File: src/rtl/freq_meter_core.sv
// Gated frequency meter: counts synchronized rising edges of sigin over a fixed
// window (optionally prescaled) and latches a 4-digit BCD result for display.
module freq_meter_core #(
    parameter int GATE_CYCLES = 100000000,
    parameter int DIV_HIGH    = 10
) (
    input  logic        sysclk,
    input  logic        rst_n,
    input  logic        sigin,
    input  logic        modecontrol,
    output logic [15:0] bcd,
    output logic        overflow,
    output logic        highfreq,
    output logic        valid
);

    localparam int GW = $clog2(GATE_CYCLES + 1);
    localparam int PW = (DIV_HIGH > 1) ? $clog2(DIV_HIGH) : 1;

    typedef enum logic [1:0] {CLEAR, COUNT, LATCH} state_t;

    state_t          state, next_state;
    logic            sync_1, sync_2, sync_3;
    logic            edge_det;
    logic [PW-1:0]   pre_cnt;
    logic [GW-1:0]   gate_cnt;
    logic [15:0]     cnt_bcd;
    logic            ovf;
    logic            range_q;
    logic            gate_done;
    logic            range_change;
    logic            pre_wrap;
    logic            count_en;

    // Ripple a +1 through four mod-10 digits in a single cycle.
    function automatic logic [15:0] bcd_inc(input logic [15:0] v);
        logic [15:0] r;
        logic        carry;
        logic [3:0]  d;
        r     = v;
        carry = 1'b1;
        for (int i = 0; i < 4; i++) begin
            d = v[4*i +: 4];
            if (carry) begin
                if (d == 4'd9) begin
                    d = 4'd0;
                end else begin
                    d     = d + 4'd1;
                    carry = 1'b0;
                end
            end
            r[4*i +: 4] = d;
        end
        return r;
    endfunction

    always_ff @(posedge sysclk or negedge rst_n) begin
        if (!rst_n) begin
            sync_1 <= 1'b0;
            sync_2 <= 1'b0;
            sync_3 <= 1'b0;
        end else begin
            sync_1 <= sigin;
            sync_2 <= sync_1;
            sync_3 <= sync_2;
        end
    end

    assign edge_det     = sync_2 & ~sync_3;
    assign gate_done    = (gate_cnt == GW'(GATE_CYCLES - 1));
    assign range_change = (modecontrol != range_q);
    assign pre_wrap     = (pre_cnt == PW'(DIV_HIGH - 1));
    assign count_en     = (state == COUNT) && edge_det && (!range_q || pre_wrap);

    always_ff @(posedge sysclk or negedge rst_n) begin
        if (!rst_n) begin
            state <= CLEAR;
        end else begin
            state <= next_state;
        end
    end

    always_comb begin
        next_state = state;
        case (state)
            CLEAR: next_state = COUNT;
            COUNT: begin
                if (range_change) begin
                    next_state = CLEAR;
                end else if (gate_done) begin
                    next_state = LATCH;
                end
            end
            LATCH:   next_state = CLEAR;
            default: next_state = CLEAR;
        endcase
    end

    // Window bookkeeping: gate counter, prescaler and latched range.
    always_ff @(posedge sysclk or negedge rst_n) begin
        if (!rst_n) begin
            gate_cnt <= '0;
            pre_cnt  <= '0;
            range_q  <= 1'b0;
        end else if (state == CLEAR) begin
            gate_cnt <= '0;
            pre_cnt  <= '0;
            range_q  <= modecontrol;
        end else if (state == COUNT) begin
            gate_cnt <= gate_cnt + GW'(1);
            if (edge_det && range_q) begin
                pre_cnt <= pre_wrap ? '0 : pre_cnt + PW'(1);
            end
        end
    end

    // Saturating BCD event counter.
    always_ff @(posedge sysclk or negedge rst_n) begin
        if (!rst_n) begin
            cnt_bcd <= '0;
            ovf     <= 1'b0;
        end else if (state == CLEAR) begin
            cnt_bcd <= '0;
            ovf     <= 1'b0;
        end else if (count_en) begin
            if (cnt_bcd == 16'h9999) begin
                ovf <= 1'b1;
            end else begin
                cnt_bcd <= bcd_inc(cnt_bcd);
            end
        end
    end

    // Display-facing result registers; only LATCH touches them.
    always_ff @(posedge sysclk or negedge rst_n) begin
        if (!rst_n) begin
            bcd      <= '0;
            overflow <= 1'b0;
            highfreq <= 1'b0;
            valid    <= 1'b0;
        end else begin
            valid <= (state == LATCH);
            if (state == LATCH) begin
                bcd      <= cnt_bcd;
                overflow <= ovf;
                highfreq <= range_q;
            end
        end
    end

endmodule

File: config.mk
export PLATFORM = sky130hd
export DESIGN_NAME = freq_meter_core
export DESIGN_NICKNAME = d
export VERILOG_FILES = /design/src/rtl/freq_meter_core.sv
export SDC_FILE = /design/constraint.sdc
export NUM_CORES = 1
export LEC_CHECK = 0
export CAP_MARGIN = 20
export CORE_UTILIZATION = 32
export DETAILED_ROUTE_END_ITERATION = 8
export PLACE_DENSITY = 0.52
export SLEW_MARGIN = 5
export SYNTH_ARGS = -nofsm -noshare
export SYNTH_HDL_FRONTEND = slang
export SYNTH_SLANG_ARGS = --single-unit
File: constraint.sdc
create_clock -name sysclk -period 2.1 [get_ports sysclk]
set_clock_uncertainty 0.15 [all_clocks]
set_input_delay 0.525 -clock sysclk [delete_from_list [all_inputs] [get_ports sysclk]]
set_output_delay 0.525 -clock sysclk [all_outputs]
set_load 0.1 [all_outputs]
==> impl_results.md, run 1 <==
- Status: complete, no violations
- Starting density of the core: 33.0%
- Die W: 108 um
- Power Density: 753 nW/um^2
- Top post-synthesis cells by count: dfrtp_1, nor2_1, nand2_1
- Avg WL per Cell: 13.0 um
- Post-synthesis async set-or-reset flop share: 100%
- Row count: 38
- WL final: 7240 um
- Placed insts: 535
- First-pass GRT wire length: 12,600 um
- DR pass1 iterations: 4
- Critical Path RT: 2.20 ns
- Worst Path Max Fanout: 6
- Top-count cell post-synth: dfrtp_1
- #FFs+latches synth: 73
- Syn Area/Cell: 10.1 sq um
- Synth Instances: 356
- Met2 Use GR: 21.1%
- Vias in the first global route: 2,629
- N_diodes: 0
- GR Util met1: 19.5%
- Slowest-stage cell, CP: dfrtp_1
- Distinct cells, synth: 46
- WP data arrival: 2.12 ns
- FF+latch area: 1830 sq um
- IO Count: 23
- Post-synth top area share: 50.9%
- Ys Warns: 0
- Area of the mapped netlist: 3590 sq um
- Max Cap Viol: 0
- Worst VDD drop: 0.298 mV
- Iter 0 DRT Violations: 133
- Final Cycle Share: 96.4%
- Post-route insts no fill: 558
- Hold slack: 0.208 ns
- Sequential area share after synthesis: 50.9%
- # fillers: 1,025
- Area after DPL: 4340 sq um
- Post-synth EDFFs: 0
- # setup viols final: 0
- Global-route usage over all layers: 14.2%
- Nets@finish: 428
- H-Tree Depth: 3
- Cell mode on critical path: buf_4
- Overflow after GRT: 0
- CTS tree: yes
- Initial antenna violation count: 0
- Hold crit path type: reg2reg
- Min Clock Period, post-route: 2.02 ns
- RSZ-0062 raised after global routing: true
- DRC errors left: 0
- Die Height: 108 um
- CP endpoint kind: flop
- Max-slew violations: 0
- Power Total: 3510 uW
- Met3 Track Usage GR: 3.39%
- Fmax: 0.494 GHz
- Worst skew pair latency: 0.35 ns
- Synth area leader: dfrtp_1
- Worst slew margin: 76.0%
- Total Die Area: 11,600 sq um
- Clk pin slew, worst setup/hold paths: 0.08 ns
- Max incr delay on CP: 0.38 ns
- Most common flop cell mapped by yosys: dfrtp_1
- GR peak layer: met2
- Area growth, synth to finish: 29.7%
- CTS Buf Count: 9
- Synthesized Nets: 371
- CTS max path bufs: 2
- RePlAce Congestion: 0.761
- Largest net degree at the start of global routing: 33
- Slew @ Worst Pin: 0.359 ns
- CTS sink cnt: 73
- Routed vias/inst: 4.85
- CP startpoint kind: flop
- Crit path kind: reg2reg
- Synth area leaders: dfrtp_1, nor2_1, mux2_2, nand2_1, ha_1
- Root Buffer Master: clkbuf_8
- CP cell instances: inv_1 -> ha_1 -> nand3b_1 -> buf_4 -> a2111oi_2 -> buf_4 -> a21oi_1 -> a31o_2
- Vias after detailed routing: 2,705
- Number of antenna-violating nets in the routed design: 0
- Multi-input gate area: 1710 sq um
- Port Buf Inserts: 22
- Ratio of cells with drive above 1 in the final layout: 26.3%
- Leakage power: 0.00207 uW
- Final Hold Viols: 0
- Area of the core: 10,900 sq um
- Final instance area: 4650 sq um
- Detailed Place HPWL: 5200 um
## worst paths after layout
| check | start | endpoint | slack, ns | cells past startpoint |
|---|---|---|---|---|
| worst min register to register | sync_1 | sync_2 | 0.21 | 0 |
| min in group asynchronous | rst_n | gate_cnt[14] | 0.47 | 2 |
| max in group asynchronous | rst_n | cnt_bcd[8] | 0.75 | 3 |
| worst min-delay path | sync_1 | sync_2 | 0.21 | 0 |
| worst max register to register | cnt_bcd[1] | cnt_bcd[6] | 0.08 | 8 |
| worst max-delay path | cnt_bcd[1] | cnt_bcd[6] | 0.08 | 8 |
## power by group
group	total [uW]	internal (uW)	switching [uW]
clock	1210	668	545
combinational	692	265	427
sequential	1600	1500	103
## routing by layer
| layer | up-vias | share of wire, % |
|---|---|---|
| li1 | 1364 | - |
| met1 | 1295 | 49 |
| met2 | 36 | 46 |
| met3 | 10 | 3.4 |
| met4 | 0 | 1.5 |
| met5 | - | 0 |
## state kept, by name, indices dropped and copies added (netlist names)
name / count
gate_cnt: 27
bcd: 16
cnt_bcd: 16
pre_cnt: 4
state: 2
highfreq: 1
overflow: 1
ovf: 1
range_q: 1
sync_1: 1
sync_2: 1
sync_3: 1
valid: 1
## worst max-delay path, delay by kind of cell, from the launching register on
kind,cells,cell delay [ns]
fa+ha+maj,1,0.16
simple gates,1,0.18
compound gates,3,0.59
buf+inv,3,0.47
flops,1,0.38
## layout by cell type, fill, tap and decap left out, drive strengths merged, types with 12 or more instances in the layout
cell,netlist,routed
dfrtp,73,73
buf,2,53
nor2,46,46
nand2,42,42
o21ai,23,23
nand3,16,16
mux2,15,15
xor2,13,13
xnor2,13,13
nor3,12,12
## layout make-up
| class | count | share of cell area (%) |
|---|---|---|
| sequential | 73 | 39.3 |
| multi-input combinational | 262 | 36.7 |
| timing repair buffer | 56 | 14.7 |
| tap | 140 | 3.76 |
| clock buffer | 9 | 2.66 |
| clock inverter | 7 | 2.04 |
| inverter | 11 | 0.887 |
## through the flow
stage          setup slack (ns)  TNS (ns)  util (%)
2_1_floorplan             0.158         0         -
3_3_place_gp             0.0990         0      39.9
3_5_place_dp             0.0266         0      39.9
4_1_cts                 0.00258         0      42.0
5_1_grt                 -0.0763    -0.384      42.7
6_report                 0.0759         0      42.7
## cells by family after synthesis
family | after synthesis | share of synthesized area [%]
simple gates | 161 | 23.4
buf+inv | 21 | 2.51
fa+ha+maj | 11 | 3.84
xor+xnor | 26 | 6.35
flops | 73 | 50.9
mux | 16 | 4.99
compound gates | 48 | 8.05
## repair_timing
item	4_1_cts	5_1_grt
endpoints found under the setup margin	0	14
hold endpoints to repair	24	0
gates resized for setup	0	12
hold buffers	1	0
setup buffers	0	6
Note: power is estimated with default switching activity, not from simulation.
==> inputs of run 2 (changes only) <==
--- a/config.mk
+++ b/config.mk
@@ -6,9 +6,9 @@
 export NUM_CORES = 1
 export LEC_CHECK = 0
 export CAP_MARGIN = 20
-export CORE_UTILIZATION = 32
+export CORE_UTILIZATION = 59
 export DETAILED_ROUTE_END_ITERATION = 8
-export PLACE_DENSITY = 0.52
+export PLACE_DENSITY = 0.83
 export SLEW_MARGIN = 5
 export SYNTH_ARGS = -nofsm -noshare
 export SYNTH_HDL_FRONTEND = slang
==> run 2 against run 1 <==
Effect of this change:
- the flow now finishes with violations (DRC, setup timing)
- via count grew 9.2%
- combinational power rose by 11%
- power rose by 2.0%
- critical path depth grew 1
- global-route usage grew 11 points
- clock power about the same
- wire length up 17%
- first-iteration DRC count increased by 78%
- utilization rose by 35 points
- non-clock buffer count fell by 2
- highest routed layer unchanged
==> impl_results.md, run 2 (synthesis results as in run 1) <==
- Fmax: 0.456 GHz
- Finished Core Util: 78.0%
- Cell mode on critical path: buf_4
- Clock share of power: 33.5%
- WP data arrival: 2.30 ns
- N_diodes: 0
- Reg power frac: 45.0%
- # setup viols final: 10
- Slowest-stage cell, CP: dfrtp_1
- Largest register FFs: 27
- Final worst setup slack: -0.0936 ns
- CTS Buf Count: 9
- Switching power: 1090 uW
- Avg WL per Cell: 17.4 um
- WL final: 8500 um
- Switching share of power: 30.5%
- Ratio of cells with drive above 1 in the final layout: 26.7%
- DRC errors left: 1
- FF+latch area: 1830 sq um
- Row count: 28
- Max-slew violations: 0
- CP top delay family: buffers and inverters
- Largest net degree at the start of global routing: 74
- Number of antenna-violating nets in the routed design: 0
- Area of the core: 5890 sq um
- Final Cycle Share: 104%
- Setup tns final: -0.438 ns
- Max Cap Viol: 0
- Vias after detailed routing: 2,953
- DR pass1 iterations: 7
- CTS sink cnt: 73
- Gate power share: 21.5%
- CTS tree: yes
- Failing checks: DRC, setup timing
- CTS max path bufs: 2
- Min Clock Period, post-route: 2.19 ns
- IO Count: 23
- H-Tree Depth: 3
- Power Density: 779 nW/um^2
- Most flops, register: gate_cnt
- Worst skew pair latency: 0.35 ns
- Total Die Area: 6400 sq um
- Max incr delay on CP: 0.41 ns
- Die W: 80.0 um
- Internal: 2480 uW
- Port Buf Inserts: 22
- RePlAce Congestion: 0.833
- Root Buffer Master: clkbuf_8
- Crit path kind: reg2reg
- Worst VDD drop: 0.480 mV
- Detailed Place HPWL: 5020 um
- Slew @ Worst Pin: 0.543 ns
- Critical Path RT: 2.21 ns
- Leakage power: 0.00206 uW
- RSZ-0062 raised after global routing: true
- Initial antenna violation count: 0
- Nets@finish: 426
- Clk pin slew, worst setup/hold paths: 0.07 ns
- # fillers: 347
- Worst path buffer plus inverter count: 3
- CP endpoint kind: flop
- Power Total: 3580 uW
- R2R Setup Slk: -0.09 ns
- Global-route usage over all layers: 25.7%
- CP startpoint kind: flop
- Commonest cells after routing, fill and taps aside: dfrtp_1, nor2_1, nand2_1
- First-pass GRT wire length: 12,400 um
- Worst slew margin: 63.5%
- Worst Path Max Fanout: 6
- Placed insts: 462
- Post-route insts no fill: 490
- Starting density of the core: 61.0%
- Multi-input gate area: 1760 sq um
- Die Height: 80.0 um
- Vias in the first global route: 2,646
- CP cell instances: inv_2 -> ha_4 -> nand3b_1 -> buf_4 -> nor4_4 -> a2111oi_2 -> buf_4 -> nand3_1 -> o21ai_0
- Area growth, synth to finish: 28.0%
- Most common cell after layout, fill and taps aside: dfrtp_1
- Status: finished with violations
- Hold crit path type: in2async
- Overflow after GRT: 0
- Routed vias/inst: 6.03
- Final Hold Viols: 0
- Iter 0 DRT Violations: 237
- Largest registers: gate_cnt x27, bcd x16, cnt_bcd x16
## run 2: changes by cell type in the layout (fill, tap and decap cells not counted), moves of 2 or more
| cell | change |
|---|---|
| o21ai_1 | +2 |
| ha_4 | +2 |
| clkinv_4 | -2 |
| o21ai_0 | -3 |
| clkbuf_1 | +2 |
## run 2: timing repair
action | in CTS | in global routing
setup buffers | 0 | 13
resized for setup | 0 | 23
hold buffers | 0 | 0
endpoints found under the setup margin | 0 | 17
## run 2: worst paths after layout
path,from,end,cells after the start
worst min register to register,sync_1,sync_2,0
max in group asynchronous,rst_n,cnt_bcd[5],2
min in group sysclk,sync_1,sync_2,0
worst min-delay path,rst_n,gate_cnt[8],2
worst max-delay path,cnt_bcd[9],cnt_bcd[9],9
worst max register to register,cnt_bcd[9],cnt_bcd[9],9
## run 2: per-layer routing
layer | vias up | track usage, % | routed length, um
met2 | 105 | 39.1 | 4220
met4 | 0 | 10.2 | 284
met5 | - | 0 | 0
li1 | 1347 | - | -
met1 | 1473 | 36.3 | 3670
met3 | 28 | 4.69 | 328
## run 2: cell type report
cell class | instances | area share (%)
clock buffer | 12 | 3.16
timing repair buffer | 54 | 14.3
clock inverter | 3 | 1.42
multi-input combinational | 262 | 38.3
sequential | 73 | 39.8
inverter | 11 | 0.899
tap | 75 | 2.04
## run 2: power by group through the flow
| stage | logic, uW | registers, uW | clock network [uW] |
|---|---|---|---|
| 6_report | 767 | 1610 | 1200 |
| 5_1_grt | 833 | 1620 | 1270 |
| 4_1_cts | 676 | 1600 | 1210 |
| 3_5_place_dp | 675 | 1630 | 0 |
| 3_3_place_gp | 642 | 1620 | 0 |
| 2_1_floorplan | 407 | 1630 | 0 |
## run 2: metrics by stage
step | setup slack, ns | hold WS [ns] | area, sq um
2_1_floorplan | 0.158 | 0.0794 | 3590
3_3_place_gp | 0.121 | 0.185 | 4200
3_5_place_dp | 0.0306 | 0.188 | 4200
4_1_cts | 0.0236 | 0.0567 | 4410
5_1_grt | -0.153 | 0.0699 | 4590
6_report | -0.0936 | 0.0351 | 4590
